File: config.mk
export PLATFORM = sky130hd
export DESIGN_NAME = spi_slave
export DESIGN_NICKNAME = d
export VERILOG_FILES = /design/src/rtl/spi_pkg.sv /design/src/rtl/spi_slave_sync.sv /design/src/rtl/spi_slave.sv
export SDC_FILE = /design/constraint.sdc
export NUM_CORES = 1
export LEC_CHECK = 0
export BUFFER_PORTS_ARGS = -buffer_cell sky130_fd_sc_hd__buf_2
export CAP_MARGIN = 20
export CELL_PAD_IN_SITES_DETAIL_PLACEMENT = 1
export CELL_PAD_IN_SITES_GLOBAL_PLACEMENT = 1
export CORE_MARGIN = 1
export CORE_UTILIZATION = 44
export CTS_CLUSTER_DIAMETER = 80
export DETAILED_ROUTE_END_ITERATION = 12
export PLACE_DENSITY = 0.8
export RECOVER_POWER = 100
export SETUP_SLACK_MARGIN = 0.15
export SLEW_MARGIN = 10
export SYNTH_ARGS = -nofsm -noshare
export SYNTH_HDL_FRONTEND = slang
export SYNTH_HIERARCHICAL = 1
export SYNTH_SLANG_ARGS = --single-unit
export TNS_END_PERCENT = 10
File: constraint.sdc
create_clock -name clk -period 2.4 [get_ports clk]
set_input_delay 0.36 -clock clk [delete_from_list [all_inputs] [get_ports clk]]
set_output_delay 0.36 -clock clk [all_outputs]
set_load 0.02 [all_outputs]
File: src/rtl/spi_pkg.sv
// Shared definitions for the SPI slave endpoint: data width limit,
// FSM state encoding and the word-width clamp helper.
package spi_pkg;

   localparam int SPI_DATA_MAX = 32;

   typedef enum logic {
      IDLE,
      ACTIVE
   } spi_slave_state_t;

   // Widths of 0 or above 32 select a full 32-bit word.
   function automatic logic [5:0] spi_eff_width(input logic [5:0] dw);
      if (dw == 6'd0 || dw > 6'd32) begin
         return 6'd32;
      end
      return dw;
   endfunction

endpackage

File: src/rtl/spi_slave_sync.sv
// Two-flop synchronizer with a third register for edge detection.
// Ports: clk, rst_n, d_i (async input), q_o (synced level),
//        rise_o / fall_o (one-cycle pulses on synced transitions).
module spi_slave_sync #(
   parameter logic RST_VAL = 1'b0
) (
   input  logic clk,
   input  logic rst_n,
   input  logic d_i,
   output logic q_o,
   output logic rise_o,
   output logic fall_o
);

   logic       s1_q;
   logic       s2_q;
   logic       s3_q;
   logic [2:0] vld_q;

   // vld_q tracks how far real samples have travelled down the chain,
   // so the reset value never produces an edge against a live level.
   always_ff @(posedge clk or negedge rst_n) begin
      if (!rst_n) begin
         s1_q  <= RST_VAL;
         s2_q  <= RST_VAL;
         s3_q  <= RST_VAL;
         vld_q <= 3'b000;
      end else begin
         s1_q  <= d_i;
         s2_q  <= s1_q;
         s3_q  <= s2_q;
         vld_q <= {vld_q[1:0], 1'b1};
      end
   end

   assign q_o    = s2_q;
   assign rise_o = vld_q[2] & s2_q & ~s3_q;
   assign fall_o = vld_q[2] & ~s2_q & s3_q;

endmodule

File: src/rtl/spi_slave.sv
// SPI slave endpoint: oversampled cs/sck/mosi, all cpol/cpha modes,
// 1-32 bit words, AXI-Stream rx output and tx input.
// Ports: clk, rst_n; cpol, cpha, data_width (latched per frame);
//        s_axis_* tx words in; m_axis_* rx words out;
//        cs, sck, mosi, miso, miso_oe bus; overrun / underrun pulses.
// Optional: define SPI_SLAVE_ERR_CNT_EN to add saturating
//        overrun_cnt / underrun_cnt error counters.
module spi_slave
   import spi_pkg::*;
#(
   parameter int DATA_MAX = SPI_DATA_MAX
) (
   input  logic                clk,
   input  logic                rst_n,
   input  logic                cpol,
   input  logic                cpha,
   input  logic [5:0]          data_width,
   input  logic [DATA_MAX-1:0] s_axis_tdata,
   input  logic                s_axis_tvalid,
   output logic                s_axis_tready,
   output logic [DATA_MAX-1:0] m_axis_tdata,
   output logic                m_axis_tvalid,
   input  logic                m_axis_tready,
   input  logic                cs,
   input  logic                sck,
   input  logic                mosi,
   output logic                miso,
   output logic                miso_oe,
   output logic                overrun,
   output logic                underrun
`ifdef SPI_SLAVE_ERR_CNT_EN
   ,
   output logic [15:0]         overrun_cnt,
   output logic [15:0]         underrun_cnt
`endif
);

   spi_slave_state_t    state_q, state_d;
   logic                cpol_q, cpol_d;
   logic                cpha_q, cpha_d;
   logic [5:0]          width_q, width_d;
   logic [5:0]          cnt_q, cnt_d;
   logic [DATA_MAX-1:0] tx_q, tx_d;
   logic [DATA_MAX-1:0] rx_q, rx_d;
   logic [DATA_MAX-1:0] hold_q, hold_d;
   logic                hold_vld_q, hold_vld_d;
   logic [DATA_MAX-1:0] mdata_q, mdata_d;
   logic                mvld_q, mvld_d;
   logic                tx_empty_q, tx_empty_d;
   logic                ovr_q, ovr_d;
   logic                udr_q, udr_d;
   logic                miso_q, miso_d;
   logic                load;

   logic cs_lvl_unused, cs_rise, cs_fall;
   logic sck_lvl_unused, sck_rise, sck_fall;
   logic mosi_lvl, mosi_rise_unused, mosi_fall_unused;
   logic lead, trail, sample, shift;
   logic [4:0] msb_idx;

   spi_slave_sync #(.RST_VAL(1'b1)) u_cs_sync (
      .clk    (clk),
      .rst_n  (rst_n),
      .d_i    (cs),
      .q_o    (cs_lvl_unused),
      .rise_o (cs_rise),
      .fall_o (cs_fall)
   );

   spi_slave_sync #(.RST_VAL(1'b0)) u_sck_sync (
      .clk    (clk),
      .rst_n  (rst_n),
      .d_i    (sck),
      .q_o    (sck_lvl_unused),
      .rise_o (sck_rise),
      .fall_o (sck_fall)
   );

   spi_slave_sync #(.RST_VAL(1'b0)) u_mosi_sync (
      .clk    (clk),
      .rst_n  (rst_n),
      .d_i    (mosi),
      .q_o    (mosi_lvl),
      .rise_o (mosi_rise_unused),
      .fall_o (mosi_fall_unused)
   );

   assign lead    = cpol_q ? sck_fall : sck_rise;
   assign trail   = cpol_q ? sck_rise : sck_fall;
   assign sample  = cpha_q ? trail : lead;
   assign shift   = cpha_q ? lead : trail;
   assign msb_idx = 5'(width_q - 6'd1);

   always_comb begin
      state_d    = state_q;
      cpol_d     = cpol_q;
      cpha_d     = cpha_q;
      width_d    = width_q;
      cnt_d      = cnt_q;
      tx_d       = tx_q;
      rx_d       = rx_q;
      hold_d     = hold_q;
      hold_vld_d = hold_vld_q;
      mdata_d    = mdata_q;
      mvld_d     = mvld_q;
      tx_empty_d = tx_empty_q;
      ovr_d      = 1'b0;
      udr_d      = 1'b0;
      load       = 1'b0;

      if (s_axis_tvalid && !hold_vld_q) begin
         hold_d     = s_axis_tdata;
         hold_vld_d = 1'b1;
      end

      if (mvld_q && m_axis_tready) begin
         mvld_d = 1'b0;
      end

      unique case (state_q)
         IDLE: begin
            if (cs_fall) begin
               state_d = ACTIVE;
               cpol_d  = cpol;
               cpha_d  = cpha;
               width_d = spi_eff_width(data_width);
               cnt_d   = 6'd0;
               rx_d    = '0;
               load    = 1'b1;
            end
         end
         ACTIVE: begin
            if (cnt_q == width_q) begin
               if (mvld_q && !m_axis_tready) begin
                  ovr_d = 1'b1;
               end else begin
                  mdata_d = rx_q;
                  mvld_d  = 1'b1;
               end
               cnt_d = 6'd0;
               rx_d  = '0;
               load  = 1'b1;
            end else if (sample) begin
               rx_d  = {rx_q[DATA_MAX-2:0], mosi_lvl};
               cnt_d = cnt_q + 6'd1;
               // Flag a data-less word once it actually starts.
               if (cnt_q == 6'd0 && tx_empty_q) begin
                  udr_d      = 1'b1;
                  tx_empty_d = 1'b0;
               end
            end else if (shift && cnt_q != 6'd0) begin
               // At bit 0 the freshly loaded MSB is already on miso.
               tx_d = {tx_q[DATA_MAX-2:0], 1'b0};
            end
            if (cs_rise) begin
               state_d    = IDLE;
               cnt_d      = 6'd0;
               rx_d       = '0;
               tx_empty_d = 1'b0;
               udr_d      = 1'b0;
            end
         end
      endcase

      if (load) begin
         if (hold_vld_q) begin
            tx_d       = hold_q;
            hold_vld_d = 1'b0;
            tx_empty_d = 1'b0;
         end else begin
            tx_d       = '0;
            tx_empty_d = 1'b1;
         end
      end

      miso_d = (state_q == ACTIVE) ? tx_q[msb_idx] : 1'b0;
   end

   always_ff @(posedge clk or negedge rst_n) begin
      if (!rst_n) begin
         state_q    <= IDLE;
         cpol_q     <= 1'b0;
         cpha_q     <= 1'b0;
         width_q    <= 6'd32;
         cnt_q      <= 6'd0;
         tx_q       <= '0;
         rx_q       <= '0;
         hold_q     <= '0;
         hold_vld_q <= 1'b0;
         mdata_q    <= '0;
         mvld_q     <= 1'b0;
         tx_empty_q <= 1'b0;
         ovr_q      <= 1'b0;
         udr_q      <= 1'b0;
         miso_q     <= 1'b0;
      end else begin
         state_q    <= state_d;
         cpol_q     <= cpol_d;
         cpha_q     <= cpha_d;
         width_q    <= width_d;
         cnt_q      <= cnt_d;
         tx_q       <= tx_d;
         rx_q       <= rx_d;
         hold_q     <= hold_d;
         hold_vld_q <= hold_vld_d;
         mdata_q    <= mdata_d;
         mvld_q     <= mvld_d;
         tx_empty_q <= tx_empty_d;
         ovr_q      <= ovr_d;
         udr_q      <= udr_d;
         miso_q     <= miso_d;
      end
   end

   assign s_axis_tready = ~hold_vld_q;
   assign m_axis_tdata  = mdata_q;
   assign m_axis_tvalid = mvld_q;
   assign miso          = miso_q;
   assign miso_oe       = (state_q == ACTIVE);
   assign overrun       = ovr_q;
   assign underrun      = udr_q;

`ifdef SPI_SLAVE_ERR_CNT_EN
   logic [15:0] ovr_cnt_q, udr_cnt_q;

   always_ff @(posedge clk or negedge rst_n) begin
      if (!rst_n) begin
         ovr_cnt_q <= 16'd0;
         udr_cnt_q <= 16'd0;
      end else begin
         if (ovr_q && ovr_cnt_q != 16'hFFFF) begin
            ovr_cnt_q <= ovr_cnt_q + 16'd1;
         end
         if (udr_q && udr_cnt_q != 16'hFFFF) begin
            udr_cnt_q <= udr_cnt_q + 16'd1;
         end
      end
   end

   assign overrun_cnt  = ovr_cnt_q;
   assign underrun_cnt = udr_cnt_q;
`endif

endmodule

==> summary.txt, run 1 <==
Power
  – VDD IR max: 0.0005741 V
  – Pleak: 3.895 nW
  – P per Cell Area: 1029 mW/mm^2

Route
  – Wire per inst: 19.12 um
  – DRT iter0 DRCs: 211
  – Drt first pass iters: 4
  – DRC Markers: 0
  – Final WL: 17650 um
  – Via count: 5236
  – ANT nets after route: 0
  – Vias per cell: 5.673

Die
  – Die area: 0.01834 mm^2
  – Core Box Area: 0.01736 mm^2
  – Die width: 135.4 um
  – I/O pin cnt: 85
  – Die Y: 135.4 um
  – # rows: 48
  – Initial Util: 0.4513

STA
  – Pins Over Slew Limit: 0
  – Worst setup margin: 0.2053 ns
  – Setup TNS: 0 ns
  – Final Hold Violating Endpoints: 0
  – Final setup skew: 0.008094 ns
  – Worst Max-Slew Pin Slew: 1.097 ns
  – Period utilization: 0.9144
  – Relative slew slack: 0.2690
  – Fmax: 0.4556 GHz
  – Fin crit period: 2.195 ns
  – RSZ-0062 raised after global routing: false
  – Final Setup Violations: 0
  – Hold_ws: 0.01875 ns

Global routing
  – Vias in the first global route: 5730
  – Total congestion overflow: 0
  – Initial antenna violation count: 0
  – Largest net degree at the start of global routing: 66
  – First-pass GRT wire length: 29780 um
  – GRT Total Usage: 0.2087

Worst setup path
  – Critical Path RT: 2.71 ns
  – Crit Path Class: register to register
  – FF-to-FF End: m_axis_tdata[15]
  – Critical path startpoint: cnt_q[2]
  – Setup crit end: m_axis_tdata[15]
  – R2R Setup Slk: 0.21 ns
  – Reg2reg path depth: 6
  – Crit path arrival time: 2.51 ns
  – Reg-to-reg startpoint: cnt_q[2]
  – Crit. End Element: register
  – Largest fanout on the critical path: 32
  – Worst Setup Start Kind: register

Layout
  – N_diodes: 0
  – FF+latch area: 0.004084 mm^2
  – Footprint of the multi-input gates: 0.003297 mm^2
  – Share of layout cells above drive strength 1: 0.1705
  – Finished Layout Cells: 923
  – Nets: 735
  – Layout fillers: 1818
  – Fin util: 0.5087
  – P&R area growth vs syn: 12.71%

Clocking
  – Max clock buf depth: 2
  – Clock Pin Slew Worst Setup and Hold Paths: 0.07 ns
  – Htree depth: 4
  – CTS tree: yes
  – Root Buffer: clkbuf_16
  – Num CTS Buffers: 17
  – Insertion delay to the later sink of the worst-skew pair: 0.44 ns
  – Clock sinks: 163

Flow run
  – Max_cap viols: 0

Worst hold path
  – Hold/Removal Path Class: input pin to register

Logic synthesis
  – Cells after synthesis: 608
  – Synthesized Nets: 658
  – Mapped cell area: 0.007834 mm^2
  – Yosys warning total: 6
  – Avg Inst Size Synth: 12.88 um^2

Placed design
  – Placed cells: 887
  – Gpl congestion: 0.8052
  – IO Port Bufs: 84
  – Pre-CTS setup slack: 0.2074 ns
  – DP HPWL: 11880 um

Run status
  – Status: finished, final reports clean
layer usage:
layer  global-route usage  vias to the layer above  share of wire
li1                     -                     2387              -
met1               0.2540                     2733           0.43
met2               0.3567                       97           0.51
met3              0.06061                       19          0.044
met4              0.06305                        0          0.014
met5                    0                        -              0
repair_timing:
item / CTS / global route
setup endpoints to repair: 0 / 22
setup buffers: 0 / 3
hold buffers: 1 / 0
gates resized for setup: 0 / 3
endpoints found under the hold margin: 36 / 0
cells in the final DEF, fill, tap and decap left out, drive strengths merged, types with 7 or more instances in the layout:
cell type / instances
or2: 30
mux2: 69
nand2: 16
nand2b: 8
a22o: 34
o221ai: 30
o21ai: 9
nor2b: 7
buf: 62
clkbuf: 60
and2: 34
inv: 19
mux2i: 40
dfrtp: 159
a2bb2oi: 31
a21oi: 7
xnor2: 9
stage by stage:
step | instance area, um^2 | total power [W]
floorplan | 7853 | 0.005938
global placement | 8482 | 0.006466
detailed placement | 8482 | 0.006665
CTS | 9055 | 0.009341
global route | 8830 | 0.009619
finish | 8830 | 0.009087
worst max-delay path: stages (launching register included):
cell and delay (ns):
dfrtp_1 0.46, xnor2_1 0.25, and4_1 0.40, nand3_1 0.19
nor2b_2 0.19, buf_12 0.22, mux2_1 0.35
registers in the layout, summed over array words and instances, names as in the netlist, 3 cells and up:
signal	cells
m_axis_tdata	32
width_q	6
tx_q	32
u_cs_sync/vld_q	3
rx_q	32
hold_q	32
u_sck_sync/vld_q	3
cnt_q	6
report_power, final:
part	internal, W	leakage [nW]	switching (W)
Sequential	0.00329	2.13	0.000451
Combinational	0.00128	1.48	0.00145
Clock	0.00137	0.278	0.00125
Total	0.00594	3.90	0.00314
how the worst min path moves through the flow:
stage                from        endpoint  depth (start not counted)
floorplan           rst_n        cnt_q[0]                          0
global placement    rst_n      hold_q[25]                          1
detailed placement  rst_n      hold_q[24]                          1
CTS                    cs  u_cs_sync/s1_q                          1
global route           cs  u_cs_sync/s1_q                          1
finish                 cs  u_cs_sync/s1_q                          1
area by class of cell:
class,instances,area share
flip-flops and latches,163,0.4625
multi-input cells,388,0.3734
repair buffers,106,0.06462
clock buffers,17,0.04818
well taps,225,0.03188
clock inverters,15,0.01559
inverters,9,0.003826
(Power assumes the default switching activity.)
==> inputs of run 2 (changes only) <==
ABC_AREA = 1   (was default)
CORE_UTILIZATION = 40   (was 44)
PLACE_DENSITY = 0.79   (was 0.8)
SKIP_LAST_GASP = 1   (was default)
SYNTH_HIERARCHICAL = default   (was 1)
==> run 2 against run 1 <==
  * The flow now finishes with violations (capacitance limit, slew limit)
  * Global-route usage is 0.28 points lower
  * Core utilization decreased by 3.3 points
  * Combinational power shrank 12%
  * Critical path depth grew 6
  * Synthesized area shrank 9.6%
  * Final area fell by 6.8%
  * Die area down 0.49%
  * Largest cell class unchanged
  * Highest routed layer unchanged
==> summary.txt, run 2 <==
Run status
  – Status: complete, but fails checks (was finished, final reports clean)
  – Failing checks: capacitance limit, slew limit

Worst setup path
  – Crit path arrival time: 2.42 ns (was 2.51 ns)
  – Crit Path Class: register to register (unchanged)
  – Critical path startpoint: width_q[5] (was cnt_q[2])
  – Reg-to-reg startpoint: width_q[5] (was cnt_q[2])
  – Critical Path RT: 2.71 ns (about the same)
  – Crit. End Element: register (unchanged)
  – Largest fanout on the critical path: 63 (was 32)
  – Worst Setup Start Kind: register (unchanged)

Logic synthesis
  – Mux cell area share after synthesis: 0.05086
  – Distinct cells, synth: 31
  – Mapped cell area: 0.007086 mm^2 (was 0.007834 mm^2)
  – Top cell type's share of synthesized area: 0.5509
  – Largest cells by area after synthesis: dfrtp_1 55%, nand2_1 16%, o21ai_0 6.4%, mux2_2 5.1%, nand3_1 3.4%
  – Post-synth EDFFs: 0
  – Synthesized Nets: 846 (was 658)
  – Xor and xnor area share after synthesis: 0.004944
  – Async SR Flop Fraction: 1.000
  – Yosys warning total: 0 (was 6)
  – Yosys top cell by area: dfrtp_1
  – Synth Area in Compound Gates: 0.08105
  – FF+latch count, synth: 160
  – Avg Inst Size Synth: 8.901 um^2 (was 12.88 um^2)
  – Adder-Cell Fraction of Synth Area: 0.005298
  – Synth Area in Simple Gates: 0.2174
  – Sequential area share after synthesis: 0.5658
  – Most frequent cell after synthesis: nand2_1
  – Largest family of logic cells by synthesized area: simple AND/OR/NAND/NOR gates
  – Cells after synthesis: 796 (was 608)
  – Synth Flop Type: dfrtp_1
  – Synth top cells by count: 296 x nand2_1, 156 x dfrtp_1, 91 x o21ai_0

Layout
  – Fin util: 0.4758 (was 0.5087)
  – P&R area growth vs syn: 16.16% (was 12.71%)
  – N_diodes: 0 (unchanged)
  – Nets: 925 (was 735)
  – Share of layout cells above drive strength 1: 0.1543 (was 0.1705)
  – Most frequent cells in the layout: 295 x nand2_1, 156 x dfrtp_1, 107 x o21ai_0 (was 159 x dfrtp_1, 67 x mux2_1, 46 x buf_2)
  – Finished Layout Cells: 1113 (was 923)
  – Most common cell after layout, fill and taps aside: nand2_1 (was dfrtp_1)

Placed design
  – Gpl congestion: 0.8324 (was 0.8052)
  – DP HPWL: 11040 um (was 11880 um)
  – Pre-CTS setup slack: 0.3347 ns (was 0.2074 ns)
  – IO Port Bufs: 84 (unchanged)
  – Placed cells: 1080 (was 887)

Global routing
  – First-pass GRT wire length: 29280 um (was 29780 um)
  – Vias in the first global route: 5915 (was 5730)
  – Largest net degree at the start of global routing: 65 (was 66)
  – Initial antenna violation count: 0 (unchanged)
  – GRT Total Usage: 0.2059 (was 0.2087)
  – Total congestion overflow: 0 (unchanged)

Die
  – # rows: 48 (unchanged)
  – Initial Util: 0.4096 (was 0.4513)
  – Core Box Area: 0.01730 mm^2 (was 0.01736 mm^2)
  – Die Y: 135.1 um (was 135.4 um)
  – Die area: 0.01825 mm^2 (was 0.01834 mm^2)
  – Die width: 135.1 um (was 135.4 um)
  – I/O pin cnt: 85 (unchanged)

Clocking
  – Post-CTS Setup Repair Bufs: 0 (unchanged)
  – Max clock buf depth: 2 (unchanged)
  – Insertion delay to the later sink of the worst-skew pair: 0.42 ns (was 0.44 ns)
  – CTS tree: yes (unchanged)
  – Htree depth: 4 (unchanged)
  – Root Buffer: clkbuf_16 (unchanged)
  – Clock Pin Slew Worst Setup and Hold Paths: 0.06 ns (was 0.07 ns)
  – Clock sinks: 160 (was 163)
  – Num CTS Buffers: 17 (unchanged)

Flow run
  – Max_cap viols: 1 (was 0)

Power
  – P per Cell Area: 1068 mW/mm^2 (was 1029 mW/mm^2)
  – Sequential power share: 0.410 (was 0.411)
  – Switch share: 0.3337 (was 0.3459)
  – VDD IR max: 0.0005483 V (was 0.0005741 V)
  – Gate power share: 0.273 (was 0.300)
  – NetSw: 0.002933 W (was 0.003143 W)
  – Clk pwr share: 0.316 (was 0.288)
  – Pleak: 3.875 nW (was 3.895 nW)
  – Cell internal pwr: 0.005855 W (was 0.005943 W)

STA
  – Setup TNS: 0 ns (unchanged)
  – Worst setup margin: 0.2943 ns (was 0.2053 ns)
  – Worst Max-Slew Pin Slew: 1.599 ns (was 1.097 ns)
  – Period utilization: 0.8774 (was 0.9144)
  – Final Hold Violating Endpoints: 0 (unchanged)
  – Hold_ws: 0.03612 ns (was 0.01875 ns)
  – Relative slew slack: -0.06615 (was 0.2690)
  – Final Setup Violations: 0 (unchanged)
  – Fmax: 0.4749 GHz (was 0.4556 GHz)
  – RSZ-0062 raised after global routing: false (unchanged)
  – Pins Over Slew Limit: 59 (was 0)
  – Fin crit period: 2.106 ns (was 2.195 ns)
  – Final setup skew: 0.005205 ns (was 0.008094 ns)

Route
  – Final WL: 17070 um (was 17650 um)
  – ANT nets after route: 0 (unchanged)
  – Wire per inst: 15.34 um (was 19.12 um)
  – Via count: 5450 (was 5236)
  – DRT iter0 DRCs: 311 (was 211)
  – DRC Markers: 0 (unchanged)
  – Drt first pass iters: 4 (unchanged)
  – Vias per cell: 4.897 (was 5.673)

Worst hold path
  – Hold Startpoint: cs (unchanged)
  – Hold/Removal Path Class: input pin to register (unchanged)
==> run 2: path summary, 6_finish.rpt <==
kind | slack, ns | end | depth (start not counted)
worst min register to register | 0.35 | u_sck_sync.vld_q[1] | 0
min in group asynchronous | 0.90 | hold_q[17] | 2
worst max register to register | 0.29 | tx_q[5] | 12
worst max-delay path | 0.29 | tx_q[5] | 12
max in group asynchronous | 0.39 | u_cs_sync.q_o | 3
worst min-delay path | 0.04 | u_cs_sync.s1_q | 1
==> run 2: kinds of logic after synthesis <==
kind of cell	Yosys count
multiplexers	32
other	1
adder cells (fa/ha/maj)	3
XOR/XNOR	4
AO/OA/AOI/OAI	114
buffers and inverters	107
flip-flops	160
AND/OR/NAND/NOR	375
==> run 2: metrics by stage <==
stage / cell area [um^2] / total power, W
floorplan: 7086 / 0.005425
global placement: 7681 / 0.005986
detailed placement: 7681 / 0.006076
CTS: 8299 / 0.008925
global route: 8230 / 0.009377
finish: 8230 / 0.008788
==> run 2: what timing repair did <==
action | in CTS | in global routing
resized for setup | 0 | 1
hold endpoints to repair | 56 | 0
setup endpoints to repair | 0 | 3
hold buffers | 1 | 0
==> run 2: cell type report <==
type | count | area (um^2)
multi-input cells | 529 | 2554
fillers | 2111 | 9066
repair buffers | 99 | 510.5
flip-flops and latches | 160 | 4009
inverters | 68 | 267.8
well taps | 225 | 281.5
clock buffers | 22 | 474.2
clock inverters | 10 | 133.9
==> run 2: per-layer routing <==
| layer | GRT usage | up-vias | share of wire |
|---|---|---|---|
| li1 | - | 2675 | - |
| met1 | 0.2729 | 2682 | 0.48 |
| met2 | 0.3382 | 75 | 0.48 |
| met3 | 0.04054 | 18 | 0.024 |
| met4 | 0.06617 | 0 | 0.015 |
| met5 | 0 | - | 0 |
==> run 2: power by group through the flow <==
stage                     Combinational (W)  Clock (W)  Sequential, W
final                               0.00240    0.00278        0.00361
after global placement              0.00236          0        0.00362
after floorplan                     0.00188          0        0.00355
after detailed placement            0.00243          0        0.00365
after CTS                           0.00247    0.00285        0.00361
after global routing                0.00274    0.00295        0.00369
==> run 2: worst max-delay path, stage by stage (launching register included) <==
cell	delay, ns
dfstp_1	0.54
inv_1	0.07
nand2_1	0.06
nand2_1	0.06
nor2_1	0.19
nand3_4	0.14
nand2_2	0.09
nand2_2	0.08
buf_4	0.30
nand2_1	0.15
o21ai_0	0.12
nand2_1	0.11
nand2_1	0.05
